<file path="config.mk">
export PLATFORM = sky130hd
export DESIGN_NAME = inst_loader
export DESIGN_NICKNAME = d
export VERILOG_FILES = /design/src/rtl/inst_loader.sv
export SDC_FILE = /design/constraint.sdc
export NUM_CORES = 1
export LEC_CHECK = 0
export ABC_AREA = 0
export CAP_MARGIN = 30
export CORE_ASPECT_RATIO = 0.8
export CORE_MARGIN = 2
export CORE_UTILIZATION = 35
export DETAILED_ROUTE_END_ITERATION = 12
export PLACE_DENSITY = 0.6
export SETUP_SLACK_MARGIN = 0.05
export SLEW_MARGIN = 20
export SYNTH_ARGS = -nofsm -noshare
export SYNTH_HDL_FRONTEND = slang
export SYNTH_SLANG_ARGS = --single-unit
</file>
<file path="constraint.sdc">
create_clock -name clk -period 3.3 [get_ports clk]
set_input_delay 0.66 -clock clk [delete_from_list [all_inputs] [get_ports clk]]
set_output_delay 0.66 -clock clk [all_outputs]
set_load 0.005 [all_outputs]
</file>
<file path="src/rtl/inst_loader.sv">
`default_nettype none
// ============================================================================
//  Module      : inst_loader
//  Description : Instruction store and playback sequencer. Instructions are
//                loaded one per load pulse and replayed in order, one per step.
//  Revision    : 1.0 - initial release
// ============================================================================
module inst_loader #(
    parameter int WIDTH = 16,
    parameter int DEPTH = 16,
    parameter int AW    = 4
) (
    input  logic             clk,
    input  logic             reset,
    input  logic             load_pulse,
    input  logic [WIDTH-1:0] inst_in,
    input  logic             step_pulse,
    input  logic             clear_pulse,
    input  logic             halt,
    output logic [WIDTH-1:0] inst_out,
    output logic             inst_valid,
    output logic [AW:0]      count,
    output logic [AW:0]      rd_ptr,
    output logic             full,
    output logic             empty,
    output logic             overflow,
    output logic             done
);

    localparam logic [AW:0] c_FULL_COUNT = DEPTH[AW:0];
    localparam logic [AW:0] c_ONE        = {{AW{1'b0}}, 1'b1};

    typedef enum logic [1:0] {
        S_LOAD = 2'd0,
        S_RUN  = 2'd1,
        S_DONE = 2'd2
    } state_t;

    state_t           r_state;
    state_t           w_state_nxt;
    logic [WIDTH-1:0] r_mem [DEPTH];
    logic [WIDTH-1:0] r_inst_out;
    logic             r_inst_valid;
    logic [AW:0]      r_count;
    logic [AW:0]      r_wr_ptr;
    logic [AW:0]      r_rd_ptr;
    logic             r_overflow;

    logic             w_full;
    logic             w_empty;
    logic             w_clear;
    logic             w_wr_en;
    logic             w_set_ovf;
    logic             w_emit;
    logic [AW:0]      w_rd_idx;

    assign w_full  = (r_count == c_FULL_COUNT);
    assign w_empty = (r_count == '0);

    // A load in LOAD state wins over a simultaneous step.
    always_comb begin
        w_state_nxt = r_state;
        w_clear     = 1'b0;
        w_wr_en     = 1'b0;
        w_set_ovf   = 1'b0;
        w_emit      = 1'b0;
        w_rd_idx    = r_rd_ptr;
        if (clear_pulse) begin
            w_clear     = 1'b1;
            w_state_nxt = S_LOAD;
        end else begin
            case (r_state)
                S_LOAD: begin
                    if (load_pulse) begin
                        if (!w_full) begin
                            w_wr_en = 1'b1;
                        end else begin
                            w_set_ovf = 1'b1;
                        end
                    end else if (step_pulse && !w_empty && !halt) begin
                        w_emit      = 1'b1;
                        w_rd_idx    = '0;
                        w_state_nxt = S_RUN;
                    end
                end
                S_RUN: begin
                    if (step_pulse && !halt) begin
                        if (r_rd_ptr < r_count) begin
                            w_emit = 1'b1;
                        end else begin
                            w_state_nxt = S_DONE;
                        end
                    end
                end
                default: begin
                    w_state_nxt = r_state;
                end
            endcase
        end
    end

    always_ff @(posedge clk or posedge reset) begin
        if (reset) begin
            r_state      <= S_LOAD;
            r_inst_out   <= '0;
            r_inst_valid <= 1'b0;
            r_count      <= '0;
            r_wr_ptr     <= '0;
            r_rd_ptr     <= '0;
            r_overflow   <= 1'b0;
        end else if (w_clear) begin
            r_state      <= S_LOAD;
            r_inst_out   <= '0;
            r_inst_valid <= 1'b0;
            r_count      <= '0;
            r_wr_ptr     <= '0;
            r_rd_ptr     <= '0;
            r_overflow   <= 1'b0;
        end else begin
            r_state      <= w_state_nxt;
            r_inst_valid <= w_emit;
            if (w_emit) begin
                r_inst_out <= r_mem[w_rd_idx[AW-1:0]];
                r_rd_ptr   <= w_rd_idx + c_ONE;
            end
            if (w_wr_en) begin
                r_count  <= r_count + c_ONE;
                r_wr_ptr <= r_wr_ptr + c_ONE;
            end
            if (w_set_ovf) begin
                r_overflow <= 1'b1;
            end
        end
    end

    // Storage is not reset; the top pointer bit guards against writing past the end.
    always_ff @(posedge clk) begin
        if (w_wr_en && !r_wr_ptr[AW]) begin
            r_mem[r_wr_ptr[AW-1:0]] <= inst_in;
        end
    end

    assign inst_out   = r_inst_out;
    assign inst_valid = r_inst_valid;
    assign count      = r_count;
    assign rd_ptr     = r_rd_ptr;
    assign full       = w_full;
    assign empty      = w_empty;
    assign overflow   = r_overflow;
    assign done       = (r_state == S_DONE);

endmodule
`default_nettype wire
</file>
[Word level (Yosys, flattened, before mapping)]
Memory sizes are Yosys's and may differ from the RTL's.
Cells that the tools add are included.
Word-level totals
  bits in registers: 35
  bits in writable memories: 256
  output and inout port bits: 31
  logic and storage cells: 72
  memories kept: 1
Memories
  r_mem: words 16, bits a word 16, read ports 1, clocked after memory_dff 0, wr ports 1, line 41  | logic [WIDTH-1:0] r_mem [DEPTH];
Cells by class
  add/subtract/negate cells: 3
  $lt $le $gt $ge: 1
  equality and inequality tests: 7
  muxes and demuxes: 39
  reduce and logical (&&, ||, !) cells: 14
Operator list (number)
  $mux W5: 10
  $mux W16: 2
  $mux W1: 19
  $ne A4 B4 Y1 const B: 4
  $add A5 B1 Y5 const B: 3
  $mux W2: 6
  $reduce_bool A2 Y1: 3
  $eq A5 B5 Y1 const B: 1
  $logic_not A5 Y1: 1
  $lt A5 B5 Y1: 1
  $reduce_and A5 Y1: 1
  $logic_and A1 B1 Y1: 4
  $pmux W2 S2: 1
  $reduce_bool A4 Y1: 1
  $logic_not A1 Y1: 3
  $eq A2 B1 Y1 const B: 1
  $eq A2 B2 Y1 const B: 1
  $logic_not A2 Y1: 1
  $pmux W1 S2: 1

[Depth between registers and ports, before layout]
Gate-level depths: netlist (run 1).
  word-level depth: 11
  gate-level depth with buffers: 12

[Worst setup path after synthesis (run 1)]
No wires, ideal clock.
  path type: input to register
  start: input load_pulse
  end: memory r_mem[10][0] (enable)
  setup time: 0.388 ns
  arrival time: 2.475 ns
  required time: 2.912 ns
  path slack: 0.437 ns
  stages on the path: 6
  buffers on the path: 1
  path through: nor3b_1 > nor2b_1 > clkbuf_1 > and3_1 > nand2_1 > nor2_1
On the way
  longest elaborated chain between the ends: 6
Ends and longest elaborated chain
  start, declared: line 15  | input logic load_pulse,
  $mux W1: line 74  | if (load_pulse) begin
  $mux W1: line 72  | case (r_state)
  $mux W1: line 68  | if (clear_pulse) begin
  $logic_and A1 B1 Y1: line 138  | if (w_wr_en && !r_wr_ptr[AW]) begin
  $mux W1: line 138
  $mux W1 (implied by the code): line 139  | r_mem[r_wr_ptr[AW-1:0]] <= inst_in;
  end, declared: line 41
No other way between the ends.

[Final worst setup path (run 1)]
  start: register r_count[1] (netlist: count[1])
  end: output empty
On the way
  longest elaborated chain between the ends: 1
Ends and longest elaborated chain
  start, declared: line 44  | logic [AW:0] r_count;
  start signal, assigned: line 127  | r_count <= r_count + c_ONE;
  $logic_not A5 Y1: line 58  | assign w_empty = (r_count == '0);
  end, declared: line 25  | output logic empty,
No other way between the ends.

==> impl_metrics.ini, run 1 <==
[power_and_ir_drop]
p_total_mw = 7.36
ir_worst_vdd_v = 0.000379
p_per_area_mw_per_mm2 = 533
leakagePower_nw = 4.50

[sta]
finClkSkew_ns = 0.0102
tns_ns = 0
drv_slew = 0
hold_violations = 0
relSlewSlack_pct = 35.5
setup_viol = 0
final.min_clock_period_ns = 2.95
fin_crit_sh_pct = 89.2
max_freq_mhz = 340
rsz0062_at_grt = false
worst-slew-pin-transition_ns = 0.968

[layout]
area_growth_pct = 17.8
layout_common_cells = edfxtp_1, clkdlybuf4s50_1, nand2_1
fin_nets = 824
fin_cells = 1239
n_antenna_cell = 0
layout_commonest_cell = edfxtp_1
drive_gt1_share_pct = 15.0
fin_area_mm2 = 0.0138

[route]
final_antenna_net_count = 0
drt_iter0_markers = 556
wl_met2_um = 12600
drcViolationCount = 0
top_layer = met4
drt-vias-per-instance = 5.23
drt_first_pass_iters = 5
dr_wl_met3_um = 1490
wl_per_cell_um = 21.9
wl_met1_um = 12400
num_vias = 6482
wirelength_um = 27100

[placement]
io_buffers = 52
dpl.cell_count = 1186
hpwl_um = 16400
gp_congestion = 0.799
place_area_mm2 = 0.0129

[floorplan]
initial_core_util_pct = 35.8
dieArea_mm2 = 0.0350
die_y_um = 168
io_pins = 53
coreArea_mm2 = 0.0327
die_w_um = 209
std_cell_rows = 59

[synth]
synthTopCellsByArea = edfxtp_1, dfrtp_1, mux4_2, mux2i_1, a21oi_1
avgSynthCellArea_um2 = 16.5
ys.flop_type = edfxtp_1
ys_ff_latch = 291
synth_top_area_share_pct = 65.6
ys_warn_count = 0
yosysUniqueCellTypes = 42
synthesis.nets = 744
synth_seq_area_share_pct = 73.1
synth_edf_count = 256
synth_cells = 711
netlist_area_mm2 = 0.0117
yosysTopAreaCell = edfxtp_1
async_reset_ff_share_pct = 12.0

[setup_path]
start_kind = register
worstPathArrival_ns = 2.29
end_kind = output pin
critPathRequiredTime_ns = 2.64
worstSetupPathType = register to output pin
critical_path.max_fanout = 5

[grt]
grt_pass1_wl_um = 40500
gr-usage-all-layers_pct = 15.4
grt_overflow = 0
grt_max_degree = 54
grt_pass1_vias = 6339
antenna_found_initial = 0

[run]
drv_cap = 0

[min_path]
hold_class = input pin to asynchronous set/reset pin

[clocking]
cts_tree = yes
cts_num_sinks = 291
cts_resized = 0
postCtsSetupBuffers = 0
cts_hold_buf = 0
numCtsBuffers = 29
clock_latency_ns = 0.54
cts_buffer_depth = 3
htree_levels = 1
path_clk_slew_ns = 0.06
cts.root.buffer_cell = clkbuf_16

[run_status]
outcome = finished, final reports clean
logic make-up (layout without fill, tap and decap cells):
| group | count (synthesis) | after routing | synth area share, % |
|---|---|---|---|
| adders and majority gates | 11 | 11 | 1.17 |
| muxes | 65 | 65 | 8.97 |
| AOI/OAI and AO/OA | 143 | 143 | 8.30 |
| xor gates and xnor gates | 11 | 11 | 0.822 |
| and+or+nand+nor | 133 | 133 | 5.58 |
| buffers and inverters | 57 | 158 | 2.05 |
| DFF | 291 | 291 | 73.1 |
sequential cells by signal (all words and copies together) (netlist names):
register / flops
r_mem: 256
inst_out: 16
count: 5
r_wr_ptr: 5
rd_ptr: 5
r_state: 2
inst_valid: 1
overflow: 1
per-layer routing:
metal	vias to the layer above	global-route usage [%]
met3	40	2.87
met1	3311	22.0
met5	-	0
met4	0	4.44
li1	2957	-
met2	174	24.2
cell usage after synthesis (all sizes together), types with 2 or more instances:
master,count
a222oi,16
dfrtp,35
xnor2,5
nand2,43
nor2b,3
xor2,6
edfxtp,256
and2,18
o31ai,17
a211oi,16
mux4,32
buf,15
inv,14
or4,2
clkbuf,27
and3,3
nand4,5
nand2b,3
nor3b,2
o21ai,34
ha,11
a221o,16
a21oi,40
nand3,4
mux2i,33
nor2,46
worst max-delay path, cell delays in order (launching register included):
cell	delay, ns
dfrtp_1	0.43
inv_1	0.11
ha_1	0.15
or4b_4	0.50
inv_1	0.07
clkdlybuf4s50_1	0.49
path summary, 6_finish.rpt:
kind	endpoint	cells past startpoint	startpoint	slack, ns
min in group clk	overflow	2	overflow	0.51
worst max register to register	rd_ptr[4]	12	count[1]	0.48
worst max-delay path	empty	5	count[1]	0.35
worst min register to register	overflow	2	overflow	0.51
worst min-delay path	count[0]	2	reset	0.38
max in group asynchronous	inst_out[4]	4	reset	2.25
where the power goes:
part | internal (mW) | leakage [nW] | switching, mW
Sequential | 4.05 | 2.79 | 0.0314
Combinational | 0.137 | 1.32 | 0.182
Clock | 1.67 | 0.399 | 1.28
Total | 5.86 | 4.50 | 1.50
per-stage QoR:
step | hold WS (ns) | worst slack, ns | utilization, %
finish | 0.384 | 0.355 | 42.2
global route | 0.406 | 0.276 | 42.2
CTS | 0.515 | 0.329 | 42.1
detailed placement | 0.501 | 0.351 | 39.5
global placement | 0.481 | 0.418 | 39.5
floorplan | 0.473 | 0.437 | -
layout make-up:
| type | count | area, um2 |
|---|---|---|
| well taps | 427 | 534 |
| clock buffers | 47 | 813 |
| repair buffers | 91 | 871 |
| fillers | 2895 | 18900 |
| inverters | 15 | 56.3 |
| multi-input cells | 363 | 2930 |
| clock inverters | 5 | 32.5 |
| flip-flops and latches | 291 | 8570 |
Note: power is estimated with default switching activity, not from simulation.
==> inputs of run 2 (changes only) <==
--- a/config.mk
+++ b/config.mk
@@ -10,6 +10,7 @@
 export CORE_ASPECT_RATIO = 0.8
 export CORE_MARGIN = 2
 export CORE_UTILIZATION = 35
+export CTS_CLUSTER_SIZE = 14
 export DETAILED_ROUTE_END_ITERATION = 12
 export PLACE_DENSITY = 0.6
 export SETUP_SLACK_MARGIN = 0.05
==> results of run 2 <==
No change in the layout: final DEF, timing and power equal those of run 1.
==> variant 1: new RTL, flow settings as in run 2 <==
Encoding of `state_t`: now one-hot (3 bits for 3 states).
--- a/src/rtl/inst_loader.sv
+++ b/src/rtl/inst_loader.sv
@@ -30,10 +30,10 @@
     localparam logic [AW:0] c_FULL_COUNT = DEPTH[AW:0];
     localparam logic [AW:0] c_ONE        = {{AW{1'b0}}, 1'b1};
 
-    typedef enum logic [1:0] {
-        S_LOAD = 2'd0,
-        S_RUN  = 2'd1,
-        S_DONE = 2'd2
+    typedef enum logic [2:0] {
+        S_LOAD = 3'b001,
+        S_RUN  = 3'b010,
+        S_DONE = 3'b100
     } state_t;
 
     state_t           r_state;
Check against the original RTL: no difference found for any inputs over 4 cycles, from zero or initial values and one cycle with reset high; so few cycles prove little.
==> variant 1 against run 2 <==
  * Routed wire length rose by 4.9%
  * Combinational power rose by 15%
  * Non-clock buffer count fell by 2
  * Utilization rose by 0.36 points
  * Clock skew rose by 0.0051 ns
  * Hold slack improved by 0.091 ns
  * Critical path type unchanged
  * Power rose by 8.0%
  * Synthesized area rose by 0.29%
  * Count of clock-buffer cells in the layout fell by 5
  * Final area rose by 1.1%
  * Sequential cell count rose by 1
  * Worst setup slack got worse by 0.046 ns
==> variant 1: results (changes against run 2) <==
{| class="wikitable"
! Metric !! Value
|-
| Status || finished, final reports clean
|-
| Crit Reg-Reg Startpoint || count[0]$_DFFE_PP0P_
|-
| Met1 layer usage reported by global route || 24.0% (+1.9 points)
|-
| Flop2flop setup slack || 0.64 ns (+0.16 ns)
|-
| Most numerous cell types in the synthesized netlist || 256 x sky130_fd_sc_hd__edfxtp_1, 71 x sky130_fd_sc_hd__a21oi_1, 60 x sky130_fd_sc_hd__nor2_1
|-
| Slew @ Worst Pin || 0.779 ns (-0.189 ns)
|-
| Worst Reg2Reg Path Length in Cells || 8 (-4)
|-
| DR vias/cell || 5.38 (+2.9%)
|-
| Switching power as a share of total power || 20.1% (-0.27 points)
|-
| Count of vias placed by the detailed router || 6660 (+2.7%)
|-
| FFs w/ async S/R, synth || 12.3% (+0.30 points)
|-
| Worst reg2reg path endpoint || inst_out[4]$_DFFE_PP0P_
|-
| Final wirelength || 28.4 mm (+4.9%)
|-
| Number of placed instances with taps included || 1184 (-0.17%)
|-
| Synth Area in Compound Gates || 8.73% (+0.43 points)
|-
| Number of global-route vias before repair || 6443 (+1.6%)
|-
| Fraction of power consumed by combinational cells || 4.6% (+0.3 points)
|-
| Dominant cells by area after synthesis || sky130_fd_sc_hd__edfxtp_1 65%, sky130_fd_sc_hd__dfrtp_1 7.5%, sky130_fd_sc_hd__mux4_2 6.1%
|-
| Share of final-layout standard cells stronger than drive strength 1 || 19.0% (+4.0 points)
|-
| WHS || 0.475 ns (+0.0907 ns)
|-
| Syn Area/Cell || 16.5 um2 (+0.15%)
|-
| Net count of the finished layout || 821 (-0.36%)
|-
| Global Route met3 Usage || 2.54% (-0.33 points)
|-
| Leakage power || 4.57 nW (+1.4%)
|-
| Global routing usage on met2 || 24.8% (+0.59 points)
|-
| Worst slack at placement || 0.347 ns (-0.00400 ns)
|}
variant 1: cell types whose count changed after synthesis, sizes merged, moves of 4 or more:
cell / delta
nand2: -26
clkbuf: -4
o31ai: -14
a221o: -16
o22ai: +47
o21ai: -15
a211oi: -16
a21oi: +32
inv: -4
a222oi: -16
a32o: +16
nor2: +16
and2: -15
buf: +6
variant 1: kinds of logic (layout without fill, tap and decap cells):
| family | Yosys count | in the layout |
|---|---|---|
| and+or+nand+nor | 116 | 116 |
| buffers and inverters | 54 | 152 |
| muxes | 66 | 66 |
| adders and majority gates | 11 | 11 |
| DFF | 292 | 292 |
| AOI/OAI and AO/OA | 165 | 165 |
| xor gates and xnor gates | 8 | 8 |
variant 1: routing by layer:
layer | share of wire (%) | vias up | wire (um)
met5 | 0 | - | 0
li1 | - | 2976 | -
met3 | 5.7 | 39 | 1630
met2 | 45 | 207 | 12900
met4 | 1.8 | 0 | 524
met1 | 47 | 3438 | 13400
variant 1: how the worst max path moves through the flow:
stage / from / end / cells after the start
6_report: count[0]$_DFFE_PP0P_ / empty / 5
2_1_floorplan: count[0]$_DFFE_PP0P_ / r_mem[13][0]$_DFFE_PP_ / 7
4_1_cts: count[0]$_DFFE_PP0P_ / empty / 5
3_3_place_gp: step_pulse / inst_out[8]$_DFFE_PP0P_ / 7
5_1_grt: count[1]$_DFFE_PP0P_ / empty / 5
3_5_place_dp: step_pulse / inst_out[10]$_DFFE_PP0P_ / 7
variant 1: final cells by class:
class / instances / area (um2) / area share (%)
multi-input combinational: 366 / 2930 / 21.0
clock inverter: 11 / 184 / 1.32
tap: 427 / 534 / 3.83
sequential: 292 / 8600 / 61.6
timing repair buffer: 89 / 840 / 6.02
inverter: 10 / 37.5 / 0.269
clock buffer: 42 / 835 / 5.98
==> variant 2: new RTL, flow settings as in run 2 <==
Made on the original files. The parameter `AW` goes from 4 to 5.
--- a/src/rtl/inst_loader.sv
+++ b/src/rtl/inst_loader.sv
@@ -8,7 +8,7 @@
 module inst_loader #(
     parameter int WIDTH = 16,
     parameter int DEPTH = 16,
-    parameter int AW    = 4
+    parameter int AW    = 5
 ) (
     input  logic             clk,
     input  logic             reset,
Ports: changed (resized count and rd_ptr); port bits go from 53 to 55. No check against the original RTL was run, so the function may have changed too.
==> variant 2 against run 2 <==
  * Synthesized area up 4.7%
  * Final area increased by 6.8%
  * Clock skew is 0.0033 ns higher
  * Power increased by 6.6%
  * Non-clock buffer count grew 10
  * Worst setup slack gained 0.023 ns
  * Sequential cell count increased by 3
  * Hold slack improved by 0.12 ns
  * Routed wire length rose by 11%
==> variant 2: results (changes against run 2) <==
{| class="wikitable"
! Metric !! Value
|-
| Worst stage delay on the critical path || 0.83 ns (+0.33 ns)
|-
| DRC violations left || 0 (unchanged)
|-
| Count of vias placed by the detailed router || 7343 (+13%)
|-
| Synthesized netlist net count || 873 (+17%)
|-
| Fillcell total || 3185 (+10%)
|-
| Gate count after technology mapping || 839 (+18%)
|-
| Dominant cells by area after synthesis || sky130_fd_sc_hd__edfxtp_1 63%, sky130_fd_sc_hd__dfrtp_1 7.8%, sky130_fd_sc_hd__mux4_2 2.9%
|-
| GRT Overall Usage || 16.6% (+1.2 points)
|-
| Final non-filler cell total || 1410 (+14%)
|-
| Hold Crit Class || reg2reg
|-
| Global-route wire length before repair || 45.4 mm (+12%)
|-
| Master of the slowest instance on the critical path || sky130_fd_sc_hd__o41ai_4
|-
| Net count of the finished layout || 949 (+15%)
|-
| Worst VDD drop || 0.353 mV (-6.9%)
|-
| Maximum fanout along the worst path || 11 (+6)
|-
| Crit Reg-Reg Startpoint || count[2]$_DFFE_PP0P_
|-
| Leakage power || 4.82 nW (+7.0%)
|-
| Largest delay contributor family on the critical path || compound AO/OA/AOI/OAI gates
|-
| Clock buffer count from CTS || 30 (+3.4%)
|-
| Number of port buffers || 54 (+3.8%)
|-
| CP Data Arrival Time || 3.40 ns (+1.11 ns)
|-
| Status || finished, final reports clean
|-
| Worst clock skew || 0.0136 ns (+0.00332 ns)
|-
| Yosys cell types || 58 (+38%)
|-
| Top FF cell, synth || sky130_fd_sc_hd__edfxtp_1
|-
| Iteration-0 DRC count of the detailed router || 667 (+20%)
|-
| Share of final-layout standard cells stronger than drive strength 1 || 13.9% (-1.2 points)
|-
| Most numerous cell types in the synthesized netlist || 256 x sky130_fd_sc_hd__edfxtp_1, 61 x sky130_fd_sc_hd__nand2_1, 56 x sky130_fd_sc_hd__a21oi_1
|-
| Pin count of the biggest net entering global routing || 103 (+91%)
|-
| Average detailed-routed wire length per instance || 21.3 um (-2.8%)
|-
| Post-detail-place hpwl || 17.8 mm (+8.8%)
|-
| Relative slew slack || 32.6% (-2.9 points)
|-
| CP Capture Point || inst_out[5]$_DFFE_PP0P_
|-
| Antenna violations before repair || 0 (unchanged)
|-
| FFs w/ async S/R, synth || 12.9% (+0.90 points)
|}
-- variant 2: report_power, final --
| group | total, W | switching [W] | internal (W) |
|---|---|---|---|
| logic | 0.000387 | 0.000241 | 0.000146 |
| registers | 0.00411 | 0.0000225 | 0.00409 |
| clock network | 0.00335 | 0.00140 | 0.00195 |
-- variant 2: logic make-up after synthesis --
logic type / Yosys count / synth area share [%]
multiplexers: 49 / 5.64
XOR/XNOR: 11 / 0.786
buffers and inverters: 69 / 2.53
flip-flops: 294 / 70.4
adder cells (fa/ha/maj): 12 / 1.22
AND/OR/NAND/NOR: 218 / 9.15
AO/OA/AOI/OAI: 186 / 10.2
-- variant 2: how the worst min path moves through the flow --
stage                                        start                  endpoint  slack (ns)  cells after the start
after floorplan               overflow$_DFFE_PP0P_      overflow$_DFFE_PP0P_        0.49                      2
after global placement        overflow$_DFFE_PP0P_      overflow$_DFFE_PP0P_        0.48                      2
after detailed placement      overflow$_DFFE_PP0P_      overflow$_DFFE_PP0P_        0.49                      2
after CTS                     overflow$_DFFE_PP0P_      overflow$_DFFE_PP0P_        0.50                      2
after global routing      inst_out[14]$_DFFE_PP0P_  inst_out[14]$_DFFE_PP0P_        0.54                      2
final                         overflow$_DFFE_PP0P_      overflow$_DFFE_PP0P_        0.50                      2
-- variant 2: area by class of cell --
| class | instances | area share, % |
|---|---|---|
| clock buffers | 38 | 5.44 |
| clock inverters | 17 | 1.16 |
| inverters | 12 | 0.306 |
| multi-input cells | 476 | 22.9 |
| flip-flops and latches | 294 | 58.7 |
| well taps | 472 | 4.01 |
| repair buffers | 101 | 7.50 |
-- variant 2: worst reg2reg max path: stages (launching register included) --
cell	delay, ns
sky130_fd_sc_hd__dfrtp_1	0.46
sky130_fd_sc_hd__inv_1	0.14
sky130_fd_sc_hd__ha_1	0.33
sky130_fd_sc_hd__a21o_1	0.18
sky130_fd_sc_hd__a31oi_1	0.23
sky130_fd_sc_hd__o21ai_1	0.20
sky130_fd_sc_hd__o41ai_4	0.83
sky130_fd_sc_hd__buf_4	0.30
sky130_fd_sc_hd__a32oi_1	0.08
sky130_fd_sc_hd__nand3_1	0.10
-- variant 2: metal layers --
layer,vias up,GRT usage [%],routed length (um)
met1,3725,25.0,14400
met2,207,25.4,13300
li1,3369,-,-
met3,42,2.41,1680
met4,0,3.96,617
met5,-,0,0
-- variant 2: per-stage QoR --
stage | setup WS, ns | area, um2
finish | 0.377 | 14700
CTS | 0.361 | 14700
global route | 0.238 | 14700
floorplan | 0.167 | 12300
global placement | 0.188 | 13800
detailed placement | 0.199 | 13800
